<file path="src/rtl/fft_frame_driver.sv">
// Captures a 64-sample audio frame into an FFT core, waits for the transform,
// then streams the result bins out and reports the peak bin of the lower half.
module fft_frame_driver #(
  parameter int READ_LAT   = 1,
  parameter int WAIT_LIMIT = 1023
) (
  input  logic        clk,
  input  logic        reset,
  input  logic [15:0] sample_in,
  input  logic        sample_valid,
  output logic        sample_ready,
  output logic        fft_reset,
  output logic        fft_load,
  output logic [5:0]  fft_load_address,
  output logic [31:0] fft_data_in,
  output logic        fft_start,
  input  logic        fft_done,
  input  logic [31:0] fft_data_out,
  output logic        bin_valid,
  output logic [5:0]  bin_index,
  output logic [31:0] bin_data,
  output logic        peak_valid,
  output logic [5:0]  peak_index,
  output logic [16:0] peak_mag,
  output logic        busy,
  output logic        timeout
);
  localparam int DW = $clog2(64 + READ_LAT + 1);
  localparam int WW = (WAIT_LIMIT > 1) ? $clog2(WAIT_LIMIT) : 1;

  typedef enum logic [2:0] {IDLE, CLR, LOAD, START, WAIT, DRAIN, REPORT} state_t;

  state_t          state;
  logic [5:0]      load_count;
  logic [DW-1:0]   drain_cnt;
  logic [WW-1:0]   wait_cnt;
  logic [5:0]      best_idx;
  logic [16:0]     best_mag;

  logic [DW-1:0]   d_cur;
  logic            capture;
  logic [5:0]      cap_idx;
  logic [16:0]     cap_mag;
  logic [5:0]      best_idx_nxt;
  logic [16:0]     best_mag_nxt;

  // |v| widened to 17 bits so that -32768 maps to 32768 without saturating
  function automatic logic [16:0] abs16(input logic [15:0] v);
    logic [16:0] e;
    e = {v[15], v};
    return v[15] ? (~e + 17'd1) : e;
  endfunction

  assign sample_ready = (state == LOAD);
  assign busy         = (state != IDLE);

  // The fft_done cycle itself is drain count 0, so it can already capture when READ_LAT=0
  always_comb begin
    d_cur        = (state == WAIT) ? '0 : drain_cnt;
    capture      = ((state == DRAIN) || (state == WAIT && fft_done)) &&
                   (d_cur >= DW'(READ_LAT));
    cap_idx      = 6'(d_cur - DW'(READ_LAT));
    cap_mag      = abs16(fft_data_out[31:16]) + abs16(fft_data_out[15:0]);
    best_idx_nxt = (state == WAIT) ? '0 : best_idx;
    best_mag_nxt = (state == WAIT) ? '0 : best_mag;
    if (capture && cap_idx >= 6'd1 && cap_idx <= 6'd31 && cap_mag > best_mag_nxt) begin
      best_idx_nxt = cap_idx;
      best_mag_nxt = cap_mag;
    end
  end

  always_ff @(posedge clk) begin
    if (reset) begin
      state            <= IDLE;
      load_count       <= '0;
      drain_cnt        <= '0;
      wait_cnt         <= '0;
      best_idx         <= '0;
      best_mag         <= '0;
      fft_reset        <= 1'b0;
      fft_load         <= 1'b0;
      fft_load_address <= '0;
      fft_data_in      <= '0;
      fft_start        <= 1'b0;
      bin_valid        <= 1'b0;
      bin_index        <= '0;
      bin_data         <= '0;
      peak_valid       <= 1'b0;
      peak_index       <= '0;
      peak_mag         <= '0;
      timeout          <= 1'b0;
    end else begin
      fft_reset  <= 1'b0;
      fft_load   <= 1'b0;
      fft_start  <= 1'b0;
      bin_valid  <= 1'b0;
      peak_valid <= 1'b0;
      if (capture) begin
        bin_valid <= 1'b1;
        bin_index <= cap_idx;
        bin_data  <= fft_data_out;
      end
      case (state)
        IDLE: begin
          load_count <= '0;
          if (sample_valid) begin
            state     <= CLR;
            fft_reset <= 1'b1;
          end
        end
        CLR: state <= LOAD;
        LOAD: if (sample_valid) begin
          fft_load         <= 1'b1;
          fft_load_address <= load_count;
          fft_data_in      <= {sample_in, 16'h0000};
          load_count       <= load_count + 6'd1;
          if (load_count == 6'd63) state <= START;
        end
        START: begin
          fft_start <= 1'b1;
          wait_cnt  <= '0;
          state     <= WAIT;
        end
        WAIT: begin
          if (fft_done) begin
            drain_cnt <= DW'(1);
            best_idx  <= best_idx_nxt;
            best_mag  <= best_mag_nxt;
            state     <= DRAIN;
          end else if (wait_cnt == WW'(WAIT_LIMIT - 1)) begin
            timeout <= 1'b1;
            state   <= IDLE;
          end else begin
            wait_cnt <= wait_cnt + 1'b1;
          end
        end
        DRAIN: begin
          drain_cnt <= drain_cnt + 1'b1;
          best_idx  <= best_idx_nxt;
          best_mag  <= best_mag_nxt;
          if (capture && cap_idx == 6'd63) begin
            peak_valid <= 1'b1;
            peak_index <= best_idx_nxt;
            peak_mag   <= best_mag_nxt;
            state      <= REPORT;
          end
        end
        REPORT:  state <= IDLE;
        default: state <= IDLE;
      endcase
    end
  end
endmodule

</file>
<file path="config.mk">
export PLATFORM = sky130hd
export DESIGN_NAME = fft_frame_driver
export DESIGN_NICKNAME = d
export VERILOG_FILES = /design/src/rtl/fft_frame_driver.sv
export SDC_FILE = /design/constraint.sdc
export NUM_CORES = 1
export LEC_CHECK = 0
export CAP_MARGIN = 20
export CORE_MARGIN = 10
export CORE_UTILIZATION = 53
export CTS_BUF_LIST = sky130_fd_sc_hd__clkbuf_4 sky130_fd_sc_hd__clkbuf_8
export CTS_CLUSTER_SIZE = 20
export DETAILED_ROUTE_END_ITERATION = 10
export PLACE_DENSITY = 0.83
export SKIP_CTS_REPAIR_TIMING = 1
export SLEW_MARGIN = 20
export SYNTH_ARGS = -nofsm -noshare
export SYNTH_HDL_FRONTEND = slang
export SYNTH_SLANG_ARGS = --single-unit
</file>
<file path="constraint.sdc">
create_clock -name clk -period 7.75 [get_ports clk]
set_clock_uncertainty 0.15 [all_clocks]
set_input_delay 1.1625 -clock clk [delete_from_list [all_inputs] [get_ports clk]]
set_output_delay 1.1625 -clock clk [all_outputs]
set_load 0.01 [all_outputs]
</file>
After elaboration in Yosys (flattened, before gate mapping). Cells that the tools add are included.

Bits in registers: 138. Word-level logic and storage cells: 102.

Add/subtract/negate cells: 7. Order comparisons: 4. Equality and inequality tests: 16. Mux-type cells: 29. Bitwise logic cells: 6. Reduce and logical (&&, ||, !) cells: 22.

Operator list (count): $mux 17 (5); $add 17x1->17 const B (2); $not 17->17 (2); $pmux 17 s2 (1); $mux 6 (4); $pmux 6 s2 (2); $mux 10 (2); $pmux 10 s2 (1); $mux 3 (6); $pmux 3 s6 (1); $add 17x17->17 (1); $gt 17x17->1 (1); $mux 7 (2); $pmux 7 s2 (1); $eq 6x6->1 const B (2); $add 10x1->10 const B (1); $eq 10x10->1 const B (1); $ne 2x2->1 const B (5); $reduce_and 2->1 (4); $add 7x1->7 const B (1); $ge 7x1->1 const B (1); $add 6x1->6 const B (1); $eq 3x2->1 const B (2); $eq 3x3->1 const B (2); 16 further kinds (33).

Depth between registers and ports, before layout. Gate-level depths: netlist of the first run.

Word-level depth: 10. Mapped depth: 25. Mapped depth without buffers: 22.

Least setup slack after synthesis of the first run. Ideal clock, no wire load.

Kind: input -> register. Start point: input port fft_data_out[18]. End point: register peak_index[0]. Arrival time: 5525 ps. Required time: 7520 ps. Path slack: 1994 ps. Stages on the path: 22. Cell sequence: nor3_1 nand3_1 or3_1 or3_1 nand2_1 xnor2_1 ha_1 or2_2 a21o_1 a31oi_1 o21ai_0 a21oi_1 xnor2_1 ha_1 nand4_1 nor4_1 nand4_1 o2111ai_1 a41o_1 buf_2 mux2_2 a211oi_2.

Cells in the longest elaborated chain, start to end: 7.

Ends and longest elaborated chain: start, declared (RTL line 18) `input logic [31:0] fft_data_out,`; $not 17->17 (RTL line 51) `return v[15] ? (~e + 17'd1) : e;`; $add 17x1->17 (RTL line 51); $mux 17 (*) (RTL line 51); $add 17x17->17 (*) (RTL line 63) `cap_mag = abs16(fft_data_out[31:16]) + abs16(fft_data_out[15:0]);`; $gt 17x17->1 (*) (RTL line 66) `if (capture && cap_idx >= 6'd1 && cap_idx <= 6'd31 && cap_mag > best_mag_nxt) begin`; $logic_and 1x1->1 (*) (RTL line 66); $mux 6 (*) (RTL line 66); end signal, assigned (RTL line 143) `peak_index <= best_idx_nxt;`; end, declared (RTL line 23) `output logic [5:0] peak_index,`.

Mark *: on every way between the ends. The rest lies on a longest branch, timed or not. A chain may end at the register's enable or synchronous reset.

Worst setup path in the final report of the first run.
Start point: input port fft_data_out[18]. End point: register best_mag[16].

Cells in the longest elaborated chain, start to end: 9.

Ends and longest elaborated chain: $not 17->17 (RTL line 51); $add 17x1->17 (RTL line 51); $mux 17 (*) (RTL line 51); $add 17x17->17 (*) (RTL line 63); $gt 17x17->1 (RTL line 66); $logic_and 1x1->1 (RTL line 66); $mux 17 (*) (RTL line 66); $mux 17 (RTL line 125) `if (fft_done) begin`; $pmux 17 s2 (*) (RTL line 103) `case (state)`; end signal, assigned (RTL line 128) `best_mag <= best_mag_nxt;`; end signal, assigned (RTL line 140) `best_mag <= best_mag_nxt;`; end, declared (RTL line 38) `logic [16:0] best_mag;`.

Mark *: on every way between the ends. The rest lies on a longest branch, timed or not. The select of a mux whose other input is x is not followed.

==> results of run 1 <==
-- worst max-delay path, stage by stage --
cell             delay, ns
clkdlybuf4s50_1       0.50
nor3_1                0.32
nand3_1               0.13
or3_1                 0.36
or3_1                 0.40
nand2_1               0.10
xnor2_1               0.08
ha_1                  0.35
or2_2                 0.29
a21o_1                0.19
a31oi_1               0.15
o21ai_0               0.09
a21oi_1               0.17
xnor2_1               0.10
ha_1                  0.33
nand4_1               0.19
nor4_1                0.44
nand2_1               0.14
a41o_1                0.42
nor2_1                0.68
a32o_1                0.26
-- cell usage in the layout (no fill, tap or decap), types with 13 or more instances in the layout --
cell type          n
a211oi_2          13
nor2_1            76
o21ai_0           20
ha_1              42
a21oi_1           94
dfxtp_1          138
conb_1            16
a211oi_1          15
clkdlybuf4s50_1  141
xor2_1            18
nor3_1            14
clkbuf_8          21
nand2_1          183
xnor2_1           37
nand3_1           23
inv_1             20
and2_1            14
-- path summary, 6_finish.rpt --
path | depth (start not counted) | startpoint | endpoint | slack [ns]
max reg2reg | 10 | state[0] | best_mag[16] | 3.94
max | 21 | fft_data_out[18] | best_mag[16] | 1.11
min reg2reg | 2 | fft_data_in[26] | fft_data_in[26] | 0.30
min | 2 | fft_data_in[26] | fft_data_in[26] | 0.30
-- logic make-up after synthesis --
kind of cell,Yosys count,share of synthesized area
simple gates,367,0.221
buf+inv,88,0.0582
xor+xnor,55,0.0652
fa+ha+maj,43,0.0738
mux,14,0.0195
compound gates,207,0.188
other cells,1,0.000507
flops,138,0.374
-- stage by stage --
| step | util | std cells | setup slack, ns | hold slack (ns) | cell area [µm²] |
|---|---|---|---|---|---|
| floorplan | - | 928 | 1.99 | 0.276 | 7450 |
| global placement | 0.637 | 1187 | 0.974 | 0.289 | 8780 |
| detailed placement | 0.637 | 1187 | 0.772 | 0.296 | 8780 |
| CTS | 0.669 | 1219 | 1.17 | 0.306 | 9210 |
| global route | 0.669 | 1219 | 0.536 | 0.323 | 9210 |
| finish | 0.669 | 1219 | 1.11 | 0.302 | 9210 |
-- area by class of cell --
type	instances	area, µm²	area share
Tap cell	180	225	0.0244
Clock inverter	10	139	0.0151
Multi-Input combinational cell	702	4260	0.462
Sequential cell	138	2760	0.300
Clock buffer	22	297	0.0322
Timing Repair Buffer	147	1460	0.158
Inverter	20	75.1	0.00815
-- state kept, by name (all words and copies together) (netlist names), 6 cells and up --
register          cells
drain_cnt             7
bin_index             6
peak_mag             17
peak_index            6
fft_data_in          16
fft_load_address      6
best_mag             17
best_idx              6
wait_cnt             10
load_count            6
bin_data             32
-- routing by layer --
layer  wire length, µm  share of wire  up-vias  GRT usage
met5                 0              0        -          0
met4               348          0.018        0     0.0694
met3              1730          0.090       24     0.0795
met2              9020           0.47      184      0.320
met1              8160           0.42     3028      0.228
li1                  -              -     3343          -
-- power by group through the flow --
stage               clock, mW  sequential, mW  combinational, mW
global route            0.675           0.721              0.407
floorplan                   0           0.737              0.250
finish                  0.634           0.720              0.365
detailed placement          0           0.737              0.354
CTS                     0.647           0.720              0.360
global placement            0           0.736              0.348
-- Yosys cell counts, types with 11 or more instances --
cell	number
nor3_1	14
inv_1	20
xor2_1	18
dfxtp_1	138
o21ai_0	20
nand2_1	183
nor2_1	76
mux2i_1	11
and2_1	14
xnor2_1	37
a211oi_1	15
a21oi_1	94
clkbuf_1	37
a211oi_2	13
a22o_1	11
ha_1	42
nand3_1	23
buf_4	16
==> impl_metrics.env, run 1 <==
export IMPL_yosys_warnings=0
export IMPL_antenna_cells=0
export IMPL_cp_start_kind="primary input"
export IMPL_synth_edf_count=0
export IMPL_overflow=0
export IMPL_min_period_ns=6.64
export IMPL_worstSetupPathType="primary input to flip-flop"
export IMPL_avgViaCountPerCell=5.40
export IMPL_cts_buffers_inserted=17
export IMPL_dp_hpwl_um=14300
export IMPL_required_ns=7.99
export IMPL_grt_pass1_wl_um=31800
export IMPL_start_util=0.537
export IMPL_core_rowCount=43
export IMPL_dieArea_mm2=0.0191
export IMPL_drv_slew=0
export IMPL_grt_pass1_vias=6406
export IMPL_die_h_um=138
export IMPL_grt_usage=0.197
export IMPL_area_growth_syn_to_layout_pct=24.6
export IMPL_setup_tns_ns=0
export IMPL_first_pass_iters=5
export IMPL_yosysSeqAreaShare=0.374
export IMPL_worstSkewPairLatency_ns=0.45
export IMPL_tightest_slew_ns=0.988
export IMPL_syn_inst=913
export IMPL_clk_pin_slew_ns=0.08
export IMPL_synth_top_cell_area_share=0.374
export IMPL_htreeDepth=4
export IMPL_nFillCells=1185
export IMPL_internal_power_mw=1.22
export IMPL_dieWidth_um=138
export IMPL_setup_viol_count_final=0
export IMPL_max_freq_ghz=0.151
export IMPL_gp_congestion=0.925
export IMPL_grt_max_degree=79
export IMPL_port_buffers=142
export IMPL_core_mm2=0.0138
export IMPL_comb_power_share=0.212
export IMPL_leakage_nw=3.30
export IMPL_fin_crit_sh=0.856
export IMPL_syn_area_per_cell_um2=8.10
export IMPL_ir_worst_vdd_v=0.000129
export IMPL_synth_top_area_cell="dfxtp_1"
export IMPL_ioPinCount=159
export IMPL_finalHoldViolCount=0
export IMPL_layout_nets=1121
export IMPL_cts_num_sinks=138
export IMPL_synth_ff_type="dfxtp_1"
export IMPL_crit_fanout=13
export IMPL_synth_cell_area_mm2=0.00739
export IMPL_drtIter0Drc=423
export IMPL_final_antenna_net_count=0
export IMPL_clkPwrFrac=0.369
export IMPL_drive_gt1_frac=0.0616
export IMPL_cts_root_buffer="clkbuf_8"
export IMPL_wl_um=19300
export IMPL_slew_headroom=0.341
export IMPL_avgRoutedWirePerCell_um=15.8
export IMPL_async_reset_ff_frac=0
export IMPL_via_count=6579
export IMPL_remaining_drc_errors=0
export IMPL_cts_tree="done"
export IMPL_power_switching_mw=0.495
export IMPL_endpoint_kind="flip-flop"
export IMPL_yosysUniqueCellTypes=67
export IMPL_power_total_mw=1.72
export IMPL_antenna_found_initial=0
export IMPL_synth_area_leaders="dfxtp_1 37%, nand2_1 9.3%, ha_1 7.1%, a21oi_1 6.4%, xnor2_1 4.4%"
export IMPL_switching_share=0.288
export IMPL_pwr_share_seq=0.419
export IMPL_hold_class="flip-flop to flip-flop"
export IMPL_cap_violations=0
export IMPL_outcome="complete, no violations"
export IMPL_cp_arrival_ns=6.88
export IMPL_p_per_area_mw_per_mm2=187
export IMPL_clock_path_buffers=2
export IMPL_rsz0062_at_grt="false"
export IMPL_ys_seq_elements=138
Note: power is estimated with default switching activity, not from simulation.
==> run 2: changes to the inputs <==
--- a/config.mk
+++ b/config.mk
@@ -6,7 +6,7 @@
 export NUM_CORES = 1
 export LEC_CHECK = 0
 export CAP_MARGIN = 20
-export CORE_MARGIN = 10
+export CORE_MARGIN = 2
 export CORE_UTILIZATION = 53
 export CTS_BUF_LIST = sky130_fd_sc_hd__clkbuf_4 sky130_fd_sc_hd__clkbuf_8
 export CTS_CLUSTER_SIZE = 20
==> impl_metrics.env, run 2 (same netlist as run 1, synthesis figures left out) <==
export IMPL_fin_crit_sh=0.867
export IMPL_port_buffers=142
export IMPL_outcome="complete, no violations"
export IMPL_busiest_layer="met2"
export IMPL_cts_root_buffer="clkbuf_8"
export IMPL_cp_slowest_cell="o2bb2ai_1"
export IMPL_cts_num_sinks=138
export IMPL_clock_path_buffers=2
export IMPL_drive_gt1_frac=0.0625
export IMPL_layout_nets=1122
export IMPL_cp_arrival_ns=6.97
export IMPL_leakage_nw=3.30
export IMPL_worstSkewPairLatency_ns=0.46
export IMPL_cts_tree="done"
export IMPL_area_growth_syn_to_layout_pct=24.5
export IMPL_ir_worst_vdd_v=0.000174
export IMPL_r2r_slack_ns=3.94
export IMPL_cap_violations=0
export IMPL_slew_headroom=0.303
export IMPL_worstSetupPathType="primary input to flip-flop"
export IMPL_grt_use_met1=0.319
export IMPL_drv_slew=0
export IMPL_gp_congestion=0.916
export IMPL_first_pass_iters=5
export IMPL_path_buf_inv=1
export IMPL_grt_pass1_vias=5940
export IMPL_max_freq_ghz=0.149
export IMPL_core_rowCount=43
export IMPL_grt_pass1_wl_um=28700
export IMPL_final_cell_mix="183 x nand2_1, 141 x clkdlybuf4s50_1, 138 x dfxtp_1"
export IMPL_drtIter0Drc=354
export IMPL_path_cells="clkdlybuf4s50_1 > nor3_1 > nand3_1 > or3_1 > or3_1 > nand2_1 > xnor2_1 > ha_1 > or2_2 > a21o_1 > a31oi_1 > o21ai_0 > a21oi_1 > xnor2_1 > ha_1 > nand4_1 > nor4_1 > nand4_1 > o2111ai_1 > a41o_1 > o2bb2ai_1 > a22o_1"
export IMPL_multi_input_area_mm2=0.00426
export IMPL_required_ns=8.00
export IMPL_antenna_cells=0
export IMPL_grt_usage=0.243
export IMPL_grt_use_met3=0.0707
export IMPL_setup_tns_ns=0
export IMPL_grt_max_degree=86
export IMPL_setup_viol_count_final=0
export IMPL_rsz0062_at_grt="false"
export IMPL_worst_hold_slack_ns=0.301
export IMPL_tightest_slew_ns=1.05
export IMPL_wl_um=18000
export IMPL_remaining_drc_errors=0
export IMPL_grt_use_met2=0.372
export IMPL_largest_registers="bin_data (32), best_mag (17), peak_mag (17)"
export IMPL_clk_pin_slew_ns=0.08
export IMPL_seq_area_mm2=0.00276
export IMPL_hold_class="flip-flop to flip-flop"
export IMPL_die_h_um=122
export IMPL_dp_hpwl_um=13000
export IMPL_cp_top_family="simple AND/OR/NAND/NOR gates"
export IMPL_htreeDepth=4
export IMPL_overflow=0
export IMPL_largest_register="bin_data"
export IMPL_finish_utilization=0.668
export IMPL_p_per_area_mw_per_mm2=185
export IMPL_via_count=6643
export IMPL_dieArea_mm2=0.0149
export IMPL_avgViaCountPerCell=5.45
export IMPL_finalHoldViolCount=0
export IMPL_dieWidth_um=122
export IMPL_ioPinCount=159
export IMPL_cts_buffers_inserted=17
export IMPL_cp_start_kind="primary input"
export IMPL_final_antenna_net_count=0
export IMPL_nFillCells=1172
export IMPL_slowest_delay_ns=0.54
export IMPL_endpoint_kind="flip-flop"
export IMPL_crit_fanout=14
export IMPL_core_mm2=0.0138
export IMPL_min_period_ns=6.72
export IMPL_avgRoutedWirePerCell_um=14.8
export IMPL_largest_reg_flops=32
export IMPL_final_common_cell="nand2_1"
export IMPL_start_util=0.537
export IMPL_antenna_found_initial=0
-- run 2: worst register-to-register path: cells and delay by family, from the launching register on --
kind	cells	cell delay, ns
AND/OR/NAND/NOR	5	1.04
AO/OA/AOI/OAI	4	1.39
buffers and inverters	2	0.38
adder cells (fa/ha/maj)	1	0.28
flip-flops	1	0.52
-- run 2: final cells by class --
cell class                      instances  share of cell area
Timing Repair Buffer                  148               0.159
Sequential cell                       138               0.300
Inverter                               20             0.00816
Multi-Input combinational cell        702               0.463
Clock buffer                           18              0.0269
Clock inverter                         14              0.0186
Tap cell                              180              0.0245
-- run 2: metal layers --
layer | vias to the layer above | wire length, µm
li1 | 3342 | -
met3 | 31 | 1270
met4 | 0 | 386
met1 | 3063 | 8110
met2 | 207 | 8240
met5 | - | 0
-- run 2: final timing paths --
kind	to	cells after the start	from
worst max-delay path	best_mag[4]	22	fft_data_out[18]
worst min register to register	peak_mag[15]	2	peak_mag[15]
worst min-delay path	peak_mag[15]	2	peak_mag[15]
worst max register to register	best_mag[4]	12	state[0]
-- run 2: report_power, final --
part	total (mW)	leakage [nW]	switching [mW]	internal (mW)
logic	0.365	1.98	0.212	0.153
registers	0.721	1.11	0.00536	0.715
clock network	0.615	0.205	0.288	0.327
-- run 2: metrics by stage --
stage	instances	total power, mW	setup WS, ns	instance area [µm²]
floorplan	928	0.987	1.99	7450
global placement	1188	1.08	0.961	8790
detailed placement	1188	1.09	0.706	8790
CTS	1220	1.71	1.09	9210
global route	1220	1.78	0.592	9210
finish	1220	1.70	1.03	9210
==> run 3: changes to the inputs <==
--- a/config.mk
+++ b/config.mk
@@ -7,11 +7,11 @@
 export LEC_CHECK = 0
 export CAP_MARGIN = 20
 export CORE_MARGIN = 2
-export CORE_UTILIZATION = 53
+export CORE_UTILIZATION = 48
 export CTS_BUF_LIST = sky130_fd_sc_hd__clkbuf_4 sky130_fd_sc_hd__clkbuf_8
 export CTS_CLUSTER_SIZE = 20
 export DETAILED_ROUTE_END_ITERATION = 10
-export PLACE_DENSITY = 0.83
+export PLACE_DENSITY = 0.79
 export SKIP_CTS_REPAIR_TIMING = 1
 export SLEW_MARGIN = 20
 export SYNTH_ARGS = -nofsm -noshare
==> constraint.sdc (replaced) <==
create_clock -name clk -period 5.5 [get_ports clk]
set_clock_uncertainty 0.15 [all_clocks]
set_input_delay 0.825 -clock clk [delete_from_list [all_inputs] [get_ports clk]]
set_output_delay 0.825 -clock clk [all_outputs]
set_load 0.01 [all_outputs]
==> impl_metrics.env, run 3 (same netlist as run 1, synthesis figures left out) <==
export IMPL_outcome="complete, no violations"
export IMPL_setup_tns_ns=0
export IMPL_grt_max_degree=67
export IMPL_ioPinCount=159
export IMPL_cts_buffers_inserted=17
export IMPL_cts_num_sinks=138
export IMPL_antenna_found_initial=0
export IMPL_first_pass_iters=6
export IMPL_via_count=7103
export IMPL_final_common_cell="nand2_1"
export IMPL_wl_um=19900
export IMPL_power_switching_mw=0.770
export IMPL_required_ns=5.73
export IMPL_remaining_drc_errors=0
export IMPL_r2r_end="peak_index[3]"
export IMPL_avgRoutedWirePerCell_um=15.1
export IMPL_worstSetupPathType="primary input to flip-flop"
export IMPL_final_cell_mix="181 x nand2_1, 138 x dfxtp_1, 134 x clkdlybuf4s50_1"
export IMPL_area_growth_syn_to_layout_pct=37.2
export IMPL_leakage_nw=3.87
export IMPL_clock_path_buffers=2
export IMPL_gp_congestion=0.933
export IMPL_internal_power_mw=1.89
export IMPL_largest_registers="bin_data (32), best_mag (17), peak_mag (17)"
export IMPL_tightest_slew_ns=0.942
export IMPL_antenna_cells=0
export IMPL_p_per_area_mw_per_mm2=263
export IMPL_drv_slew=0
export IMPL_cts_root_buffer="clkbuf_8"
export IMPL_grt_pass1_wl_um=31200
export IMPL_core_mm2=0.0151
export IMPL_dieArea_mm2=0.0164
export IMPL_max_freq_ghz=0.188
export IMPL_path_cells="clkdlybuf4s50_1 > inv_1 > nand3_1 > or3_4 > buf_4 > o31ai_1 > xnor2_1 > ha_1 > a211o_1 > a211oi_2 > nand3_2 > a31oi_1 > o21bai_1 > xor2_1 > ha_1 > nand4_1 > nor4_2 > nand4_1 > o2111ai_2 > a41o_1 > buf_6 > mux2_2 > a211oi_2"
export IMPL_worstSkewPairLatency_ns=0.45
export IMPL_cp_start_kind="primary input"
export IMPL_finish_utilization=0.670
export IMPL_cp_arrival_ns=5.54
export IMPL_finalHoldViolCount=0
export IMPL_slew_headroom=0.372
export IMPL_startpoint="fft_data_out[17]"
export IMPL_fin_crit_sh=0.966
export IMPL_hold_class="flip-flop to flip-flop"
export IMPL_drive_gt1_frac=0.162
export IMPL_drtIter0Drc=490
export IMPL_crit_fanout=5
export IMPL_clk_pin_slew_ns=0.09
export IMPL_min_period_ns=5.32
export IMPL_port_buffers=142
export IMPL_core_rowCount=45
export IMPL_avgViaCountPerCell=5.38
export IMPL_slowest_delay_ns=0.41
export IMPL_overflow=0
export IMPL_nFillCells=1209
export IMPL_final_antenna_net_count=0
export IMPL_dp_hpwl_um=14100
export IMPL_htreeDepth=4
export IMPL_largest_register="bin_data"
export IMPL_ir_worst_vdd_v=0.000167
export IMPL_timing_rr_start="state[0]"
export IMPL_clkPwrFrac=0.370
export IMPL_seq_area_mm2=0.00276
export IMPL_cts_tree="done"
export IMPL_setup_viol_count_final=0
export IMPL_multi_input_area_mm2=0.00442
export IMPL_dieWidth_um=128
export IMPL_rr_worst_depth=12
export IMPL_grt_usage=0.237
export IMPL_cp_slowest_cell="clkdlybuf4s50_1"
export IMPL_comb_power_share=0.249
export IMPL_switching_share=0.289
export IMPL_worst_hold_slack_ns=0.305
export IMPL_start_util=0.488
export IMPL_largest_reg_flops=32
export IMPL_endpoint_kind="flip-flop"
export IMPL_grt_pass1_vias=6528
export IMPL_r2r_slack_ns=1.84
export IMPL_die_h_um=128
export IMPL_cap_violations=0
export IMPL_pwr_share_seq=0.381
export IMPL_cp_endpoint="peak_index[3]"
export IMPL_layout_nets=1215
## run 3: changes by cell type in the layout (fill, tap and decap cells not counted), sizes merged
cell           previous run  this run
dlymetal6s2s              0         7
clkbuf                   18        19
clkinv                    7         2
buf                       7       100
bufinv                    3         5
inv                      21        23
clkdlybuf4s50           141       134
## run 3: final cells by class
type	count	share of cell area
clock buffer	19	0.0252
clock inverter	13	0.0212
inverter	20	0.00740
multi-input combinational	702	0.435
sequential	138	0.272
tap	188	0.0232
timing repair buffer	241	0.215
## run 3: per-stage QoR
stage | setup slack, ns | instance area (µm²) | instances | power (mW)
2_1_floorplan | 0.0816 | 7450 | 928 | 1.39
5_1_grt | -0.0881 | 10100 | 1321 | 2.80
4_1_cts | -0.305 | 9930 | 1317 | 2.65
3_5_place_dp | -0.756 | 9460 | 1285 | 1.66
6_report | 0.185 | 10100 | 1321 | 2.66
3_3_place_gp | -0.652 | 9460 | 1285 | 1.65
## run 3: worst min path at each step
| stage | from | to | depth (start not counted) |
|---|---|---|---|
| 2_1_floorplan | best_idx[1] | best_idx[1] | 1 |
| 3_3_place_gp | best_idx[1] | best_idx[1] | 1 |
| 3_5_place_dp | best_idx[5] | best_idx[5] | 1 |
| 4_1_cts | bin_data[15] | bin_data[15] | 2 |
| 5_1_grt | fft_data_in[17] | fft_data_in[17] | 2 |
| 6_report | best_idx[5] | peak_index[5] | 2 |
## run 3: per-layer routing
| metal | wire [µm] | share of wire | vias up | global-route usage |
|---|---|---|---|---|
| met5 | 0 | 0 | - | 0 |
| met1 | 8640 | 0.43 | 3317 | 0.300 |
| met2 | 9440 | 0.47 | 216 | 0.383 |
| met4 | 468 | 0.023 | 0 | 0.0950 |
| met3 | 1390 | 0.070 | 27 | 0.0676 |
| li1 | - | - | 3543 | - |
## run 3: power by group through the flow
| stage | Combinational (mW) | Clock [mW] | Sequential [mW] |
|---|---|---|---|
| 4_1_cts | 0.629 | 1.00 | 1.01 |
| 3_3_place_gp | 0.608 | 0 | 1.04 |
| 2_1_floorplan | 0.353 | 0 | 1.04 |
| 5_1_grt | 0.731 | 1.05 | 1.02 |
| 6_report | 0.664 | 0.985 | 1.02 |
| 3_5_place_dp | 0.623 | 0 | 1.04 |
## run 3: worst max-delay path: cells and delay by family
kind | cells | cell delay (ns)
AO/OA/AOI/OAI | 8 | 1.54
XOR/XNOR | 2 | 0.28
adder cells (fa/ha/maj) | 2 | 0.57
buffers and inverters | 4 | 0.81
AND/OR/NAND/NOR | 6 | 1.15
multiplexers | 1 | 0.35
